### config.mk
export PLATFORM = sky130hd
export DESIGN_NAME = mp_icache_ctrl_sequencer_flat
export DESIGN_NICKNAME = d
export VERILOG_FILES = /design/src/rtl/mp_icache_ctrl_sequencer_if.sv /design/src/rtl/mp_icache_ctrl_sequencer.sv /design/src/flat_wrapper.sv
export SDC_FILE = /design/constraint.sdc
export NUM_CORES = 1
export LEC_CHECK = 0
export ABC_AREA = 1
export CORE_MARGIN = 2
export CORE_UTILIZATION = 40
export CTS_CLUSTER_SIZE = 8
export DETAILED_ROUTE_END_ITERATION = 6
export PLACE_DENSITY = 0.76
export SETUP_SLACK_MARGIN = 0.4
export SLEW_MARGIN = 5
export SYNTH_ARGS = -nofsm -noshare
export SYNTH_HDL_FRONTEND = slang
export SYNTH_SLANG_ARGS = --single-unit
export TNS_END_PERCENT = 20
### constraint.sdc
create_clock -name clk_i -period 4.12 [get_ports clk_i]
set_clock_uncertainty 0.2 [all_clocks]
set_input_delay 0.824 -clock clk_i [delete_from_list [all_inputs] [get_ports clk_i]]
set_output_delay 0.824 -clock clk_i [all_outputs]
set_load 0.005 [all_outputs]
### src/rtl/mp_icache_ctrl_sequencer_if.sv
// Command and cache-control bus of the multi-cache icache control sequencer.
// The master modport is the sequencer view; the slave modport is the
// register-file / cache side view.
interface mp_icache_ctrl_sequencer_if #(
    parameter int NB_CORES      = 4,
    parameter int NB_CACHES     = 2,
    parameter int ADDR_WIDTH    = 32,
    parameter int PF_SIZE_WIDTH = 8
);
    logic                                 cmd_valid_i;
    logic                                 cmd_ready_o;
    logic [2:0]                           cmd_op_i;
    logic [NB_CACHES-1:0]                 cmd_mask_i;
    logic [ADDR_WIDTH-1:0]                cmd_addr_i;
    logic [PF_SIZE_WIDTH-1:0]             cmd_size_i;
    logic                                 resp_valid_o;
    logic                                 resp_err_o;
    logic                                 busy_o;
    logic [NB_CACHES-1:0]                 bypass_req_o;
    logic [NB_CACHES*(NB_CORES+1)-1:0]    bypass_ack_i;
    logic [NB_CACHES-1:0]                 flush_req_o;
    logic [NB_CACHES-1:0]                 flush_ack_i;
    logic [NB_CACHES-1:0]                 sel_flush_req_o;
    logic [NB_CACHES-1:0]                 sel_flush_ack_i;
    logic [ADDR_WIDTH-1:0]                sel_flush_addr_o;
    logic [NB_CACHES-1:0]                 pf_req_o;
    logic [NB_CACHES-1:0]                 pf_ack_i;
    logic [NB_CACHES-1:0]                 pf_done_i;
    logic [ADDR_WIDTH-1:0]                pf_addr_o;
    logic [PF_SIZE_WIDTH-1:0]             pf_size_o;

    modport master (
        input  cmd_valid_i, cmd_op_i, cmd_mask_i, cmd_addr_i, cmd_size_i,
        input  bypass_ack_i, flush_ack_i, sel_flush_ack_i, pf_ack_i, pf_done_i,
        output cmd_ready_o, resp_valid_o, resp_err_o, busy_o,
        output bypass_req_o, flush_req_o, sel_flush_req_o, sel_flush_addr_o,
        output pf_req_o, pf_addr_o, pf_size_o
    );

    modport slave (
        output cmd_valid_i, cmd_op_i, cmd_mask_i, cmd_addr_i, cmd_size_i,
        output bypass_ack_i, flush_ack_i, sel_flush_ack_i, pf_ack_i, pf_done_i,
        input  cmd_ready_o, resp_valid_o, resp_err_o, busy_o,
        input  bypass_req_o, flush_req_o, sel_flush_req_o, sel_flush_addr_o,
        input  pf_req_o, pf_addr_o, pf_size_o
    );
endinterface

### src/rtl/mp_icache_ctrl_sequencer.sv
// Multi-cache icache control sequencer: accepts one command at a time,
// broadcasts it to a mask of caches, collects acks, enforces a watchdog and
// returns one done/error pulse per command. All outputs are registered.
module mp_icache_ctrl_sequencer #(
    parameter int NB_CORES       = 4,
    parameter int NB_CACHES      = 2,
    parameter int ADDR_WIDTH     = 32,
    parameter int PF_SIZE_WIDTH  = 8,
    parameter int TIMEOUT_CYCLES = 1024
) (
    input logic clk_i,
    input logic rst_ni,
    mp_icache_ctrl_sequencer_if.master bus
);
    localparam int ACK_W = NB_CORES + 1;
    localparam int WD_W  = (TIMEOUT_CYCLES > 1) ? $clog2(TIMEOUT_CYCLES) : 1;
    localparam logic [WD_W-1:0] WD_LAST = WD_W'(TIMEOUT_CYCLES - 1);

    localparam logic [2:0] OP_BYP_ON    = 3'd0;
    localparam logic [2:0] OP_BYP_OFF   = 3'd1;
    localparam logic [2:0] OP_FLUSH     = 3'd2;
    localparam logic [2:0] OP_SEL_FLUSH = 3'd3;
    localparam logic [2:0] OP_PREFETCH  = 3'd4;

    typedef enum logic [2:0] {
        IDLE,
        BYP_WAIT,
        FLUSH_WAIT,
        SFLUSH_WAIT,
        PF_ACK_WAIT,
        PF_DONE_WAIT,
        RESP
    } state_t;

    state_t                   state_q, state_d;
    logic [NB_CACHES-1:0]     mask_q, mask_d;
    logic [NB_CACHES-1:0]     pending_q, pending_d;
    logic [NB_CACHES-1:0]     done_q, done_d;
    logic [WD_W-1:0]          wdog_q, wdog_d;
    logic                     cmd_ready_q, cmd_ready_d;
    logic                     resp_valid_q, resp_valid_d;
    logic                     resp_err_q, resp_err_d;
    logic                     busy_q, busy_d;
    logic [NB_CACHES-1:0]     bypass_q, bypass_d;
    logic [NB_CACHES-1:0]     flush_q, flush_d;
    logic [NB_CACHES-1:0]     sflush_q, sflush_d;
    logic [NB_CACHES-1:0]     pf_q, pf_d;
    logic [ADDR_WIDTH-1:0]    sf_addr_q, sf_addr_d;
    logic [ADDR_WIDTH-1:0]    pf_addr_q, pf_addr_d;
    logic [PF_SIZE_WIDTH-1:0] pf_size_q, pf_size_d;

    logic [NB_CACHES-1:0]     byp_match;
    logic [NB_CACHES-1:0]     pend_left;
    logic [NB_CACHES-1:0]     done_next;
    logic                     wdog_hit;
    logic                     go_resp;
    logic                     go_err;

    // A cache has settled its bypass change once every core ack equals the requested level.
    always_comb begin
        byp_match = '0;
        for (int c = 0; c < NB_CACHES; c++) begin
            byp_match[c] = (bus.bypass_ack_i[c*ACK_W +: ACK_W] == {ACK_W{bypass_q[c]}});
        end
    end

    // Next-state and next registered-output logic for the command sequencer.
    always_comb begin
        state_d      = state_q;
        mask_d       = mask_q;
        pending_d    = pending_q;
        done_d       = done_q;
        wdog_d       = wdog_q;
        bypass_d     = bypass_q;
        flush_d      = '0;
        sflush_d     = '0;
        pf_d         = '0;
        sf_addr_d    = sf_addr_q;
        pf_addr_d    = pf_addr_q;
        pf_size_d    = pf_size_q;
        resp_valid_d = 1'b0;
        resp_err_d   = 1'b0;
        pend_left    = '0;
        done_next    = done_q;
        go_resp      = 1'b0;
        go_err       = 1'b0;
        wdog_hit     = (TIMEOUT_CYCLES != 0) && (wdog_q == WD_LAST);

        if (state_q != IDLE && state_q != RESP) begin
            wdog_d = wdog_q + 1'b1;
        end

        unique case (state_q)
            IDLE: begin
                if (bus.cmd_valid_i && cmd_ready_q) begin
                    mask_d    = bus.cmd_mask_i;
                    pending_d = bus.cmd_mask_i;
                    done_d    = '0;
                    wdog_d    = '0;
                    if (bus.cmd_op_i > OP_PREFETCH) begin
                        go_resp = 1'b1;
                        go_err  = 1'b1;
                    end else if (bus.cmd_mask_i == '0) begin
                        go_resp = 1'b1;
                    end else begin
                        unique case (bus.cmd_op_i)
                            OP_BYP_ON: begin
                                bypass_d = bypass_q | bus.cmd_mask_i;
                                state_d  = BYP_WAIT;
                            end
                            OP_BYP_OFF: begin
                                bypass_d = bypass_q & ~bus.cmd_mask_i;
                                state_d  = BYP_WAIT;
                            end
                            OP_FLUSH: begin
                                flush_d = bus.cmd_mask_i;
                                state_d = FLUSH_WAIT;
                            end
                            OP_SEL_FLUSH: begin
                                sflush_d  = bus.cmd_mask_i;
                                sf_addr_d = bus.cmd_addr_i;
                                state_d   = SFLUSH_WAIT;
                            end
                            default: begin
                                pf_d      = bus.cmd_mask_i;
                                pf_addr_d = bus.cmd_addr_i;
                                pf_size_d = bus.cmd_size_i;
                                state_d   = PF_ACK_WAIT;
                            end
                        endcase
                    end
                end
            end
            BYP_WAIT: begin
                if (&(byp_match | ~mask_q)) begin
                    go_resp = 1'b1;
                end else if (wdog_hit) begin
                    go_resp = 1'b1;
                    go_err  = 1'b1;
                end
            end
            FLUSH_WAIT: begin
                pend_left = pending_q & ~bus.flush_ack_i;
                if (pend_left == '0) begin
                    go_resp = 1'b1;
                end else if (wdog_hit) begin
                    go_resp = 1'b1;
                    go_err  = 1'b1;
                end else begin
                    pending_d = pend_left;
                    flush_d   = pend_left;
                end
            end
            SFLUSH_WAIT: begin
                pend_left = pending_q & ~bus.sel_flush_ack_i;
                if (pend_left == '0) begin
                    go_resp = 1'b1;
                end else if (wdog_hit) begin
                    go_resp = 1'b1;
                    go_err  = 1'b1;
                end else begin
                    pending_d = pend_left;
                    sflush_d  = pend_left;
                end
            end
            PF_ACK_WAIT: begin
                done_next = done_q | (bus.pf_done_i & mask_q);
                done_d    = done_next;
                pend_left = pending_q & ~bus.pf_ack_i;
                if (pend_left == '0) begin
                    if (done_next == mask_q) begin
                        go_resp = 1'b1;
                    end else begin
                        pending_d = '0;
                        state_d   = PF_DONE_WAIT;
                    end
                end else if (wdog_hit) begin
                    go_resp = 1'b1;
                    go_err  = 1'b1;
                end else begin
                    pending_d = pend_left;
                    pf_d      = pend_left;
                end
            end
            PF_DONE_WAIT: begin
                done_next = done_q | (bus.pf_done_i & mask_q);
                done_d    = done_next;
                if (done_next == mask_q) begin
                    go_resp = 1'b1;
                end else if (wdog_hit) begin
                    go_resp = 1'b1;
                    go_err  = 1'b1;
                end
            end
            RESP: begin
                state_d = IDLE;
            end
            default: begin
                state_d = IDLE;
            end
        endcase

        if (go_resp) begin
            state_d      = RESP;
            pending_d    = '0;
            flush_d      = '0;
            sflush_d     = '0;
            pf_d         = '0;
            resp_valid_d = 1'b1;
            resp_err_d   = go_err;
        end

        cmd_ready_d = (state_d == IDLE);
        busy_d      = (state_d != IDLE);
    end

    // State and output registers; reset returns everything, bypass levels included, to zero.
    always_ff @(posedge clk_i or negedge rst_ni) begin
        if (!rst_ni) begin
            state_q      <= IDLE;
            mask_q       <= '0;
            pending_q    <= '0;
            done_q       <= '0;
            wdog_q       <= '0;
            cmd_ready_q  <= 1'b0;
            resp_valid_q <= 1'b0;
            resp_err_q   <= 1'b0;
            busy_q       <= 1'b0;
            bypass_q     <= '0;
            flush_q      <= '0;
            sflush_q     <= '0;
            pf_q         <= '0;
            sf_addr_q    <= '0;
            pf_addr_q    <= '0;
            pf_size_q    <= '0;
        end else begin
            state_q      <= state_d;
            mask_q       <= mask_d;
            pending_q    <= pending_d;
            done_q       <= done_d;
            wdog_q       <= wdog_d;
            cmd_ready_q  <= cmd_ready_d;
            resp_valid_q <= resp_valid_d;
            resp_err_q   <= resp_err_d;
            busy_q       <= busy_d;
            bypass_q     <= bypass_d;
            flush_q      <= flush_d;
            sflush_q     <= sflush_d;
            pf_q         <= pf_d;
            sf_addr_q    <= sf_addr_d;
            pf_addr_q    <= pf_addr_d;
            pf_size_q    <= pf_size_d;
        end
    end

    assign bus.cmd_ready_o      = cmd_ready_q;
    assign bus.resp_valid_o     = resp_valid_q;
    assign bus.resp_err_o       = resp_err_q;
    assign bus.busy_o           = busy_q;
    assign bus.bypass_req_o     = bypass_q;
    assign bus.flush_req_o      = flush_q;
    assign bus.sel_flush_req_o  = sflush_q;
    assign bus.sel_flush_addr_o = sf_addr_q;
    assign bus.pf_req_o         = pf_q;
    assign bus.pf_addr_o        = pf_addr_q;
    assign bus.pf_size_o        = pf_size_q;
endmodule

### src/flat_wrapper.sv
// flat-port wrapper written by rule: the top's interface ports become plain ports
module mp_icache_ctrl_sequencer_flat 
#(
    parameter int NB_CORES       = 4,
    parameter int NB_CACHES      = 2,
    parameter int ADDR_WIDTH     = 32,
    parameter int PF_SIZE_WIDTH  = 8,
    parameter int TIMEOUT_CYCLES = 1024
)
  (clk_i, rst_ni, bus_cmd_valid_i, bus_cmd_op_i, bus_cmd_mask_i, bus_cmd_addr_i, bus_cmd_size_i, bus_bypass_ack_i, bus_flush_ack_i, bus_sel_flush_ack_i, bus_pf_ack_i, bus_pf_done_i, bus_cmd_ready_o, bus_resp_valid_o, bus_resp_err_o, bus_busy_o, bus_bypass_req_o, bus_flush_req_o, bus_sel_flush_req_o, bus_sel_flush_addr_o, bus_pf_req_o, bus_pf_addr_o, bus_pf_size_o);
  mp_icache_ctrl_sequencer_if #(.NB_CORES(NB_CORES), .NB_CACHES(NB_CACHES), .ADDR_WIDTH(ADDR_WIDTH), .PF_SIZE_WIDTH(PF_SIZE_WIDTH)) bus_i ();
  input logic clk_i;
  input logic rst_ni;
  input wire logic [$bits(bus_i.cmd_valid_i)-1:0] bus_cmd_valid_i;
  input wire logic [$bits(bus_i.cmd_op_i)-1:0] bus_cmd_op_i;
  input wire logic [$bits(bus_i.cmd_mask_i)-1:0] bus_cmd_mask_i;
  input wire logic [$bits(bus_i.cmd_addr_i)-1:0] bus_cmd_addr_i;
  input wire logic [$bits(bus_i.cmd_size_i)-1:0] bus_cmd_size_i;
  input wire logic [$bits(bus_i.bypass_ack_i)-1:0] bus_bypass_ack_i;
  input wire logic [$bits(bus_i.flush_ack_i)-1:0] bus_flush_ack_i;
  input wire logic [$bits(bus_i.sel_flush_ack_i)-1:0] bus_sel_flush_ack_i;
  input wire logic [$bits(bus_i.pf_ack_i)-1:0] bus_pf_ack_i;
  input wire logic [$bits(bus_i.pf_done_i)-1:0] bus_pf_done_i;
  output wire logic [$bits(bus_i.cmd_ready_o)-1:0] bus_cmd_ready_o;
  output wire logic [$bits(bus_i.resp_valid_o)-1:0] bus_resp_valid_o;
  output wire logic [$bits(bus_i.resp_err_o)-1:0] bus_resp_err_o;
  output wire logic [$bits(bus_i.busy_o)-1:0] bus_busy_o;
  output wire logic [$bits(bus_i.bypass_req_o)-1:0] bus_bypass_req_o;
  output wire logic [$bits(bus_i.flush_req_o)-1:0] bus_flush_req_o;
  output wire logic [$bits(bus_i.sel_flush_req_o)-1:0] bus_sel_flush_req_o;
  output wire logic [$bits(bus_i.sel_flush_addr_o)-1:0] bus_sel_flush_addr_o;
  output wire logic [$bits(bus_i.pf_req_o)-1:0] bus_pf_req_o;
  output wire logic [$bits(bus_i.pf_addr_o)-1:0] bus_pf_addr_o;
  output wire logic [$bits(bus_i.pf_size_o)-1:0] bus_pf_size_o;
  assign bus_i.cmd_valid_i = bus_cmd_valid_i;
  assign bus_i.cmd_op_i = bus_cmd_op_i;
  assign bus_i.cmd_mask_i = bus_cmd_mask_i;
  assign bus_i.cmd_addr_i = bus_cmd_addr_i;
  assign bus_i.cmd_size_i = bus_cmd_size_i;
  assign bus_i.bypass_ack_i = bus_bypass_ack_i;
  assign bus_i.flush_ack_i = bus_flush_ack_i;
  assign bus_i.sel_flush_ack_i = bus_sel_flush_ack_i;
  assign bus_i.pf_ack_i = bus_pf_ack_i;
  assign bus_i.pf_done_i = bus_pf_done_i;
  assign bus_cmd_ready_o = bus_i.cmd_ready_o;
  assign bus_resp_valid_o = bus_i.resp_valid_o;
  assign bus_resp_err_o = bus_i.resp_err_o;
  assign bus_busy_o = bus_i.busy_o;
  assign bus_bypass_req_o = bus_i.bypass_req_o;
  assign bus_flush_req_o = bus_i.flush_req_o;
  assign bus_sel_flush_req_o = bus_i.sel_flush_req_o;
  assign bus_sel_flush_addr_o = bus_i.sel_flush_addr_o;
  assign bus_pf_req_o = bus_i.pf_req_o;
  assign bus_pf_addr_o = bus_i.pf_addr_o;
  assign bus_pf_size_o = bus_i.pf_size_o;
  mp_icache_ctrl_sequencer #(.NB_CORES(NB_CORES), .NB_CACHES(NB_CACHES), .ADDR_WIDTH(ADDR_WIDTH), .PF_SIZE_WIDTH(PF_SIZE_WIDTH), .TIMEOUT_CYCLES(TIMEOUT_CYCLES)) u_core (.clk_i(clk_i), .rst_ni(rst_ni), .bus(bus_i));
endmodule
-- Yosys cells after proc, flatten, opt, wreduce, memory -nomap -nowiden
Cells that the tools add are included.
- register bits: 103
- input port bits: 66
- output and inout bits: 84
- word-level logic and storage cells: 149
- add/subtract/negate cells: 1
- order comparisons: 1
- equal/unequal tests: 21
- muxes and demuxes: 69
- bitwise operators: 16
- reductions and logical operators: 25
- operators with widths (kind ; count):
    2-bit two-way mux ; 31
    10-bit two-way mux ; 3
    2-bit one-hot mux with 2 select lines ; 5
    1-bit two-way mux ; 19
    3-bit two-way mux ; 6
    3-bit one-hot mux with 3 select lines ; 2
    5-bit AND reduction ; 3
    3-bit by 2-bit equality test with 1-bit output, second input constant ; 4
    1-bit one-hot mux with 6 select lines ; 2
    10-bit by 1-bit adder with 10-bit output, second input constant ; 1
    2-bit bitwise AND ; 5
    10-bit equality test, second input constant ; 1
    5-bit equality test ; 2
    2-bit inverter ; 5
    3-bit zero test ; 3
    3-bit inequality test, second input constant ; 3
    2-bit zero test ; 4
    2-bit one-hot mux with 4 select lines ; 1
    8-bit AND reduction ; 1
    4-bit OR reduction ; 2
    3-bit by 1-bit equality test with 1-bit output, second input constant ; 2
    3-bit equality test, second input constant ; 2
    3-bit by 2-bit inequality test with 1-bit output, second input constant ; 2
    2-bit bitwise OR ; 3
    13 further kinds ; 21

-- Longest topological paths before layout
- depth after elaboration: 9
- gate-level depth with buffers: 12
- depth with buffers taken out: 12

-- Least setup slack after synthesis
No wires, ideal clock.
- kind: input to register
- start point: input port bus_cmd_op_i[2]
- end point: register u_core.pf_addr_q[0] (netlist: u_core.bus.pf_addr_o[0])
- library setup time: 125 ps
- data arrival time: 1897 ps
- required time: 3795 ps
- setup slack: 1898 ps
- stages: 9
- path buffers: 2
- cell sequence: buf_2 -> inv_1 -> nor2_1 -> nor2_1 -> inv_2 -> nor2_4 -> nand2_2 -> buf_6 -> mux2_4
- longest elaborated chain between the ends: 4
- elaborated cells between the ends (all ways): 9
- classes of those cells: order compare (1); eq/ne (3); bitwise (2); reduce/logical (3)
- RTL lines (element ; line ; RTL):
    from (decl) ; flat_wrapper.sv:15 ; input wire logic [$bits(bus_i.cmd_op_i)-1:0] bus_cmd_op_i;
    3-bit by 1-bit equality test with 1-bit output (tied with other cells) ; mp_icache_ctrl_sequencer.sv:106 ; unique case (bus.cmd_op_i)
    4-bit OR reduction (no line) ; -- ;
    1-bit inverter (no line) ; -- ;
    5-bit AND reduction (no line) (*) ; -- ;
    to (signal assigned) ; mp_icache_ctrl_sequencer.sv:251 ; pf_addr_q <= pf_addr_d;
    to (decl) ; mp_icache_ctrl_sequencer.sv:49 ; logic [ADDR_WIDTH-1:0] pf_addr_q, pf_addr_d;
Mark *: on every way between the ends. The rest lies on a longest branch, timed or not.
A chain may end at the register's enable or synchronous reset.

-- Worst setup path after layout
- start point: input port bus_cmd_valid_i
- end point: register u_core.sf_addr_q[19] (netlist: u_core.bus.sel_flush_addr_o[19])
- longest elaborated chain between the ends: 2
- RTL lines (element ; line ; RTL):
    from (decl) ; flat_wrapper.sv:14 ; input wire logic [$bits(bus_i.cmd_valid_i)-1:0] bus_cmd_valid_i;
    1-bit logical AND ; mp_icache_ctrl_sequencer.sv:95 ; if (bus.cmd_valid_i && cmd_ready_q) begin
    5-bit AND reduction (no line) ; -- ;
    to (signal assigned) ; mp_icache_ctrl_sequencer.sv:250 ; sf_addr_q <= sf_addr_d;
    to (decl) ; mp_icache_ctrl_sequencer.sv:48 ; logic [ADDR_WIDTH-1:0] sf_addr_q, sf_addr_d;
No other way between the ends.

==> results.yml <==
place:
  count_of_port_buffers_added_during_placement: 149
  place_hpwl_um: 8820
  gp_congestion: 0.918
  dpl.cell_count: 774
synth:
  synth_async_sr_flop_share_pct: 100
  syn-num-nets: 559
  synth-xor-area-share_pct: 0.557
  post-synth-top-area-cell: "dfrtp_1"
  proportion_of_synthesized_area_in_mux_cells_pct: 12.7
  synthesized_area_um2: 4720
  sequential_element_share_of_the_synthesized_area_pct: 54.6
  main_combinational_cell_family_by_area_after_synthesis: "simple AND/OR/NAND/NOR gates"
  synth_compound_gate_area_share_pct: 4.88
  synth_cell_type_count: 26
  ys_top_cells_by_area: "dfrtp_1 (55%), mux2_4 (13%), nand2_1 (13%), nor2_1 (4.0%), inv_1 (3.2%)"
  synth_top_cell_area_share_pct: 54.6
  post_synth_most_frequent_cells: "nand2_1 (160), dfrtp_1 (103), nor2_1 (50)"
  synth.most_common_cell: "nand2_1"
  synth_flop_cell: "dfrtp_1"
  synthSimpleGateAreaFrac_pct: 21.4
  post_synth_edffs: 0
  synthCells: 492
  synth-adder-area-share_pct: 0.265
  yosys_register_bits: 103
  ys_warn_count: 0
  syn_area_per_cell_um2: 9.59
pwr:
  internal_power_mw: 2.93
  switching_power_mw: 1.39
  power_per_cell_area_nw_per_um2: 650
  power.switching_fraction_pct: 32.2
  clock_power_share_pct: 20.7
  p_leak_nw: 3.33
  total_power_consumption_mw: 4.32
  power_frac_seq_pct: 39.2
  ir_worst_vdd_mv: 0.317
  comb_power_share_pct: 40.1
grt:
  grt_start_max_net_pins: 69
  number_of_global_route_vias_before_repair: 3979
  grt_use_total_pct: 19.1
  global_route.overflow_total: 0
  antenna_violations_before_repair: 0
  wire_length_of_the_first_global_routing_pass_um: 19400
clocking:
  cts_hold_buffers: 0
  clkTransAtPathRegs_ps: 80
  post_cts.resized_instances: 0
  cts.sink_count: 103
  post-cts-setup-buffer-count: 0
  cts_buffer_depth: 2
  root_buffer: "clkbuf_16"
  cts_made_buffers: 9
  cts_tree: "yes"
  ctsHtreeMaxLevel: 3
  clock_latency_ps: 340
die:
  area_enclosed_by_the_die_boundary_um2: 12700
  coreArea_um2: 11500
  number_of_placement_rows: 39
  top_level_ports: 150
  start_util_pct: 41.2
  die_w_um: 113
  die_h_um: 113
sta:
  fmax_mhz: 360
  period_share_pct: 67.4
  max-slew-margin-rel_pct: 44.4
  drv_slew: 0
  max_slew.worst_pin.slew_ps: 834
  grt_setup_unrepaired: "false"
  min_period_ps: 2780
  final-hold-violation-count: 0
  fin_setup_tns_ps: 0
  setup_viol: 0
routing:
  wl_met1_um: 5130
  detail_route.wl_per_cell_um: 15.3
  route.detailed.vias_per_inst: 4.90
  wirelength_um: 12100
  detailroute.via_count: 3874
  detailroute.wirelength.met3_um: 653
  first_pass_detailed_route_iteration_total: 4
  route.detailed.drc: 0
  highest-signal-layer: "met4"
  met2_length_um: 6070
  detail-route-antenna-nets: 0
  detail_route.iter0.violations: 272
critical_path:
  worst-r2r-cell-count: 9
  timing.critical_path.arrival_ps: 2860
  critPathLaunchType: "input port"
  timing.critical_path.required_ps: 4200
  crit_type: "in -> reg"
  cp-end-kind: "flip-flop"
  worstPathMaxFanout: 32
min_path:
  hold_path_depth: 2
  hp-class: "reg -> reg"
job:
  timing.max_cap.violations: 0
layout:
  stdcell_count: 790
  nets: 709
  area_growth_syn_to_layout_pct: 41.0
  antenna_cells_inserted: 0
  layout-drive-gt1-share_pct: 10.8
  finish.utilization_pct: 58.0
run_status:
  status: "completed"
[final timing paths]
path / startpoint / to / slack (ps)
max in group asynchronous: rst_ni / u_core.bus.pf_addr_o[6] / 2550
hold reg to reg: u_core.bus.sel_flush_addr_o[7] / u_core.bus.sel_flush_addr_o[7] / 280
min in group asynchronous: rst_ni / u_core.bus.sel_flush_addr_o[30] / 380
setup / recovery: bus_cmd_valid_i / u_core.bus.sel_flush_addr_o[19] / 1340
setup reg to reg: u_core.state_q[0] / u_core.bus.sel_flush_addr_o[19] / 1720
hold / removal: u_core.bus.sel_flush_addr_o[7] / u_core.bus.sel_flush_addr_o[7] / 280
[state kept, by name, indices dropped and copies added, names as in the netlist, named ones only]
signal,flops
u_core.bus.pf_req_o,2
u_core.mask_q,2
u_core.pending_q,2
u_core.wdog_q,10
u_core.bus.sel_flush_req_o,2
u_core.bus.pf_addr_o,32
u_core.bus.flush_req_o,2
u_core.bus.sel_flush_addr_o,32
u_core.done_q,2
u_core.bus.resp_valid_o,1
u_core.bus.pf_size_o,8
u_core.bus.cmd_ready_o,1
u_core.bus.busy_o,1
u_core.state_q,3
u_core.bus.resp_err_o,1
[power groups by stage]
stage	Combinational (mW)	Sequential, mW	Clock [mW]
finish	1.73	1.69	0.897
global placement	1.69	1.68	0
detailed placement	1.74	1.69	0
floorplan	0.832	1.67	0
CTS	1.75	1.69	0.917
global route	1.89	1.74	0.963
[worst max-delay path, cell delays in order]
cell             delay, ps
clkdlybuf4s50_1        500
nand2_1                100
nor2_4                 320
inv_2                  160
nor2_4                 160
nand2_1                 90
inv_2                  450
nand2_1                150
nand2_1                100
[cell usage in the layout (no fill, tap or decap)]
cell,count
nand2_2,2
o211ai_1,4
mux2_4,40
nor2_1,50
nor3_1,1
inv_6,2
clkbuf_16,9
a211oi_1,2
a32o_1,2
buf_4,4
o21ai_0,17
clkinv_8,1
nand3b_1,2
xnor2_1,1
clkdlybuf4s50_1,148
inv_2,4
buf_12,1
bufinv_16,1
nor2_4,3
inv_8,2
clkinv_4,1
a22o_1,1
nand4_1,5
o31ai_1,1
inv_1,40
ha_1,1
nand2_1,160
dfrtp_1,103
nand3_1,25
xor2_1,2
a21oi_1,9
o22ai_1,3
[cell families after synthesis]
family / Yosys count
and+or+nand+nor: 248
DFF: 103
buffers and inverters: 58
muxes: 40
AOI/OAI and AO/OA: 39
xor gates and xnor gates: 3
adders and majority gates: 1
[final cells by class]
| cell class | count | area, µm² |
|---|---|---|
| Clock buffer | 9 | 225 |
| Sequential cell | 103 | 2580 |
| Tap cell | 143 | 179 |
| Inverter | 44 | 165 |
| Timing Repair Buffer | 153 | 1530 |
| Fill cell | 989 | 4810 |
| Multi-Input combinational cell | 331 | 1880 |
| Clock inverter | 7 | 95.1 |
[routing by layer]
metal	GRT usage (%)	vias to the layer above
li1	-	1870
met1	23.3	1851
met2	33.3	136
met3	4.21	17
met4	6.67	0
met5	0	-
[per-stage QoR]
step / worst slack [ps] / hold WS (ps) / cell area, µm²
CTS: 1340 / 285 / 6650
detailed placement: 1040 / 265 / 6330
global placement: 1120 / 262 / 6330
global route: 1160 / 307 / 6650
floorplan: 1900 / 272 / 4720
finish: 1340 / 283 / 6650
Power figures use the tool's default switching activity.
